## src/rtl/layer_out_serializer.sv

```systemverilog
// layer_out_serializer: captures one layer's neuron outputs and streams them one word per cycle to the next layer
module layer_out_serializer #(
  parameter int numNeurons = 30,
  parameter int dataWidth  = 16
) (
  input  logic                            clk,
  input  logic                            rst,
  input  logic [numNeurons*dataWidth-1:0] in_data,
  input  logic [numNeurons-1:0]           in_valid,
  input  logic                            clr_err,
  output logic [dataWidth-1:0]            out_data,
  output logic                            out_valid,
  output logic                            frame_done,
  output logic                            busy,
  output logic                            overrun,
  output logic                            misalign
);
  localparam int CW = $clog2(numNeurons);
  typedef enum logic {IDLE, SHIFT} state_t;
  state_t                          state;
  logic [CW-1:0]                   cnt;
  logic [numNeurons*dataWidth-1:0] hold;
  logic                            all_v;
  logic                            part_v;
  logic                            last;
  assign all_v  = &in_valid;
  assign part_v = |in_valid & ~all_v;
  assign last   = (state == SHIFT) && (cnt == CW'(numNeurons - 1));
  // Output stage runs one word behind the counter, so a frame arriving on the last-count cycle chains with no gap
  always_ff @(posedge clk or posedge rst) begin
    if (rst) begin
      state      <= IDLE;
      cnt        <= '0;
      hold       <= '0;
      out_data   <= '0;
      out_valid  <= 1'b0;
      frame_done <= 1'b0;
      busy       <= 1'b0;
      overrun    <= 1'b0;
      misalign   <= 1'b0;
    end else begin
      out_valid  <= state == SHIFT;
      busy       <= state == SHIFT;
      frame_done <= last;
      if (state == SHIFT) out_data <= hold[cnt*dataWidth +: dataWidth];
      if (all_v && (state == IDLE || last)) begin
        hold  <= in_data;
        cnt   <= '0;
        state <= SHIFT;
      end else if (state == SHIFT) begin
        cnt <= cnt + CW'(1);
        if (last) state <= IDLE;
      end
      overrun  <= (all_v && state == SHIFT && !last) | (overrun & ~clr_err);
      misalign <= part_v | (misalign & ~clr_err);
    end
  end
endmodule

```

## config.mk

```make
export PLATFORM = sky130hd
export DESIGN_NAME = layer_out_serializer
export DESIGN_NICKNAME = d
export VERILOG_FILES = /design/src/rtl/layer_out_serializer.sv
export SDC_FILE = /design/constraint.sdc
export NUM_CORES = 1
export LEC_CHECK = 0
export CORE_ASPECT_RATIO = 1.4
export CORE_MARGIN = 2
export CORE_UTILIZATION = 52
export CTS_CLUSTER_SIZE = 12
export DETAILED_ROUTE_END_ITERATION = 7
export GPL_TIMING_DRIVEN = 1
export PLACE_DENSITY = 0.81
export REMOVE_ABC_BUFFERS = 1
export SLEW_MARGIN = 20
export SYNTH_ARGS = -nofsm -noshare
export SYNTH_HDL_FRONTEND = slang
export SYNTH_SLANG_ARGS = --single-unit
export TNS_END_PERCENT = 10
```

## constraint.sdc

```tcl
create_clock -name clk -period 19.9 [get_ports clk]
set_input_delay 3.98 -clock clk [delete_from_list [all_inputs] [get_ports clk]]
set_output_delay 3.98 -clock clk [all_outputs]
set_load 0.01 [all_outputs]
```

-- After elaboration in Yosys (flattened, before gate mapping)
Index checks and enable logic that the tools add are counted.
- div/mod/pow operators: 0
- $mul: 0
- add/subtract/negate cells: 1
- bitwise operators: 8
- equality and inequality tests: 1
- multiplexer cells: 5
- $lt $le $gt $ge: 0
- shifts and indexed selects: 1
- reductions and logical operators: 9
- operator list (kind ; number):
    variable part select 480 x 10 -> 16 bit ; 1
    AND reduction 30 bit ; 1
    OR reduction 30 bit ; 1
    two-way mux 5 bit ; 2
    adder 5 x 1 -> 5 bit, second input constant ; 1
    equality test 5 bit, second input constant ; 1
    logical AND 1 bit ; 4
    AND 1 bit ; 3
    two-way mux 1 bit ; 3
    inverter 1 bit ; 3
    bitwise OR 1 bit ; 2
    nonzero test 2 bit ; 1
    logical NOT 1 bit ; 1
    logical OR 1 bit ; 1
- input bits: 513
- bits in writable memories: 0
- memories: 0
- ROM bits: 0
- word-level logic and storage cells: 33
- latch bits: 0
- output and inout bits: 21
- register bits after elaboration: 506

-- Longest topological paths before layout
- depth in word-level cells: 5
- depth in mapped cells: 9
- mapped depth without buffers: 7

-- Worst setup path before layout
No wires, ideal clock.
- kind: input-to-reg
- start point: in in_valid[29]
- end point: reg hold[211]
- setup slack: 14.460 ns
- setup time: 0.125 ns
- cell stages on the path: 6
- arrival time: 5.314 ns
- buffers on the path: 2
- path through: nand4_1 nor4_4 nand3_4 buf_8 buf_12 mux2_4
- longest elaborated chain between the ends: 2
- ends and longest elaborated chain (item ; RTL line ; source):
    start: declaration ; 9 ; input logic [numNeurons-1:0] in_valid,
    AND reduction 30 bit ; 26 ; assign all_v = &in_valid;
    logical AND 1 bit ; 46 ; if (all_v && (state == IDLE || last)) begin
    end signal: assignment ; 47 ; hold <= in_data;
    end: declaration ; 22 ; logic [numNeurons*dataWidth-1:0] hold;
Every way passes these cells.
A chain may end at the register's enable or synchronous reset.

-- Worst setup path in the final report
- start point: in in_valid[19]
- end point: reg hold[201]
Same word-level chain as after synthesis.

==> results_dict.tcl <==
set metrics [dict create \
    post-cts-setup-buffers 0 \
    ys.flop_type "dfrtp_1" \
    syn_area_per_cell_sq_um 16.9 \
    post_cts_resized 0 \
    cts_root_buf "clkbuf_16" \
    clk_pin_slew_ps 60 \
    die_area_sq_um 50400 \
    rows 95 \
    ant_nets 0 \
    first_global_vias 17000 \
    switching_share 0.211 \
    setup_viol 0 \
    grt_pass1_wl_microns 104000 \
    grt_max_degree 153 \
    slew_headroom 0.211 \
    p_switching_mw 0.435 \
    power_mw 2.06 \
    rsz0062_at_grt "false" \
    drive_above_1_share 0.331 \
    min_path_type "reg -> reg" \
    status "completed" \
    cts_made_buffers 51 \
    finalMaxSlewViolations 0 \
    yosysSeqAreaShare 0.501 \
    netlist_area_sq_um 25300 \
    grtUsageTotal 0.275 \
    drt_iter0_markers 959 \
    yosys-top-cells-count "dfrtp_1, mux2_4, mux2i_1" \
    cp.required_ps 20360 \
    pwr-share-comb 0.064 \
    drt-vias-per-instance 5.66 \
    portBuffers 533 \
    worst_setup_path_end_kind "flop" \
    clock_skew_ps 19.5 \
    nNetsFinal 2517 \
    antenna_found_initial 32 \
    drt_first_pass_iters 5 \
    grt_overflow 0 \
    max_cap_violations 0 \
    wirelength_microns 69800 \
    synth.most_common_cell "dfrtp_1" \
    die_x_microns 190 \
    pwr-share-clk 0.437 \
    yosysWarnings 0 \
    ios 534 \
    htree_levels 2 \
    setup_tns_ps 0 \
    hold_violations 0 \
    clock_latency_ps 590 \
    fin_util 0.665 \
    fin_ws_ps 11030 \
    vias 15200 \
    vdd_ir_drop_max_mv 0.0647 \
    core_sq_um 48000 \
    cts_tree "built" \
    worst-path-max-fanout 66 \
    p_leak_nw 16.0 \
    crit_type "in -> reg" \
    yosysTopAreaCell "dfrtp_1" \
    yosys-top-cells-area "dfrtp_1, mux2_4, mux4_2" \
    synth-edff-count 0 \
    power.internal_mw 1.62 \
    powerDensity_nw_per_um2 64.5 \
    post_synth_num_cell_types 39 \
    place_congestion 0.856 \
    clockBufferDepth 3 \
    seq_power_share 0.500 \
    dp_hpwl_microns 48600 \
    syn-instance-count 1492 \
    wl_per_cell_microns 26.0 \
    area_growth_pct 26.3 \
    ys_seq_elements 506 \
    worst_pin_slew_ps 1180 \
    postCtsHoldBufs 0 \
    fmax_mhz 113 \
    arrival_ps 9330 \
    async_flop_share 1.00 \
    fp.dieH_microns 265 \
    place_worst_setup_slack_ps 9880 \
    drc_errors 0 \
    min_period_over_period 0.446 \
    cts.sinks 506 \
    fin_crit_ps 8870 \
    critPathLaunchType "primary input" \
    start_util 0.526 \
    synth_top_area_frac 0.501 \
]
## critical path, stage by stage
cell and delay [ps]:
clkdlybuf4s50_1 440, nand4_1 160, nor4_4 70, nand3_4 700
buf_4 950, buf_6 720, buf_4 960, buf_6 730
mux2_1 390
## placed cells by master (no fill, tap or decap), types with 6 or more instances in the layout
cell type	netlist	final
a2111oi_0	16	9
a211oi_1	16	16
a22oi_1	17	17
a311oi_1	16	16
buf_4	7	25
clkbuf_1	22	15
clkbuf_16	0	53
clkbuf_8	0	6
clkdlybuf4s50_1	0	533
dfrtp_1	506	503
diode_2	0	32
mux2_4	479	479
mux2i_1	82	82
mux4_2	80	80
nand2_1	39	39
nand4_1	10	10
nor2_1	51	50
nor4_1	7	7
o21ai_0	18	18
o22ai_1	17	17
## cell type report
class / count / area (sq um)
clock buffer: 74 / 1470
clock inverter: 4 / 28.8
antenna: 32 / 80.1
multi-input combinational: 875 / 11300
timing repair buffer: 562 / 5590
tap: 630 / 788
inverter: 6 / 30.0
fill: 3337 / 16100
sequential: 506 / 12700
## path summary, 6_finish.rpt
path,from,depth (start not counted),to,slack (ps)
min in group asynchronous,rst,2,hold[101],4020
max in group asynchronous,rst,5,hold[422],12630
worst min register to register,hold[36],1,hold[36],510
worst max-delay path,in_valid[19],9,hold[201],11030
worst min-delay path,hold[36],1,hold[36],510
worst max register to register,cnt[1],10,hold[201],13570
## registers in the layout (all words and copies together), names as in the netlist
signal	count
misalign	1
overrun	1
cnt	5
out_data	16
hold	480
frame_done	1
busy	1
state	1
## stage by stage
| step | cell area, sq um | std cells | hold WS [ps] |
|---|---|---|---|
| CTS | 31800 | 2657 | 506 |
| floorplan | 23900 | 1387 | 464 |
| finish | 31900 | 2689 | 506 |
| detailed placement | 30300 | 2579 | 488 |
| global route | 31900 | 2688 | 515 |
| global placement | 30300 | 2579 | 475 |
## layer usage
layer / part of all wire / routed length, microns / vias to the layer above / GRT usage
li1: - / - / 6564 / -
met1: 0.38 / 26500 / 8015 / 0.327
met2: 0.52 / 36500 / 498 / 0.470
met3: 0.057 / 3960 / 145 / 0.0580
met4: 0.042 / 2920 / 2 / 0.138
met5: 0.00011 / 8 / - / 0
## cells by family (layout without fill, tap and decap cells)
family                   after synthesis  count (layout)  synth area share
multiplexers                         642             642             0.389
AND/OR/NAND/NOR                      122             122            0.0232
flip-flops                           506             506             0.501
XOR/XNOR                               1               1          0.000347
adder cells (fa/ha/maj)                2               2          0.000990
buffers and inverters                111             646            0.0545
other                                  0              32                 0
AO/OA/AOI/OAI                        108             108            0.0309
## power groups by stage
stage | sequential (mW) | combinational, mW | clock, mW
after detailed placement | 1.05 | 0.131 | 0
after CTS | 1.03 | 0.132 | 0.917
final | 1.03 | 0.131 | 0.899
after floorplan | 1.05 | 0.0181 | 0
after global routing | 1.03 | 0.140 | 0.957
after global placement | 1.05 | 0.129 | 0
Note: power is estimated with default switching activity, not from simulation.
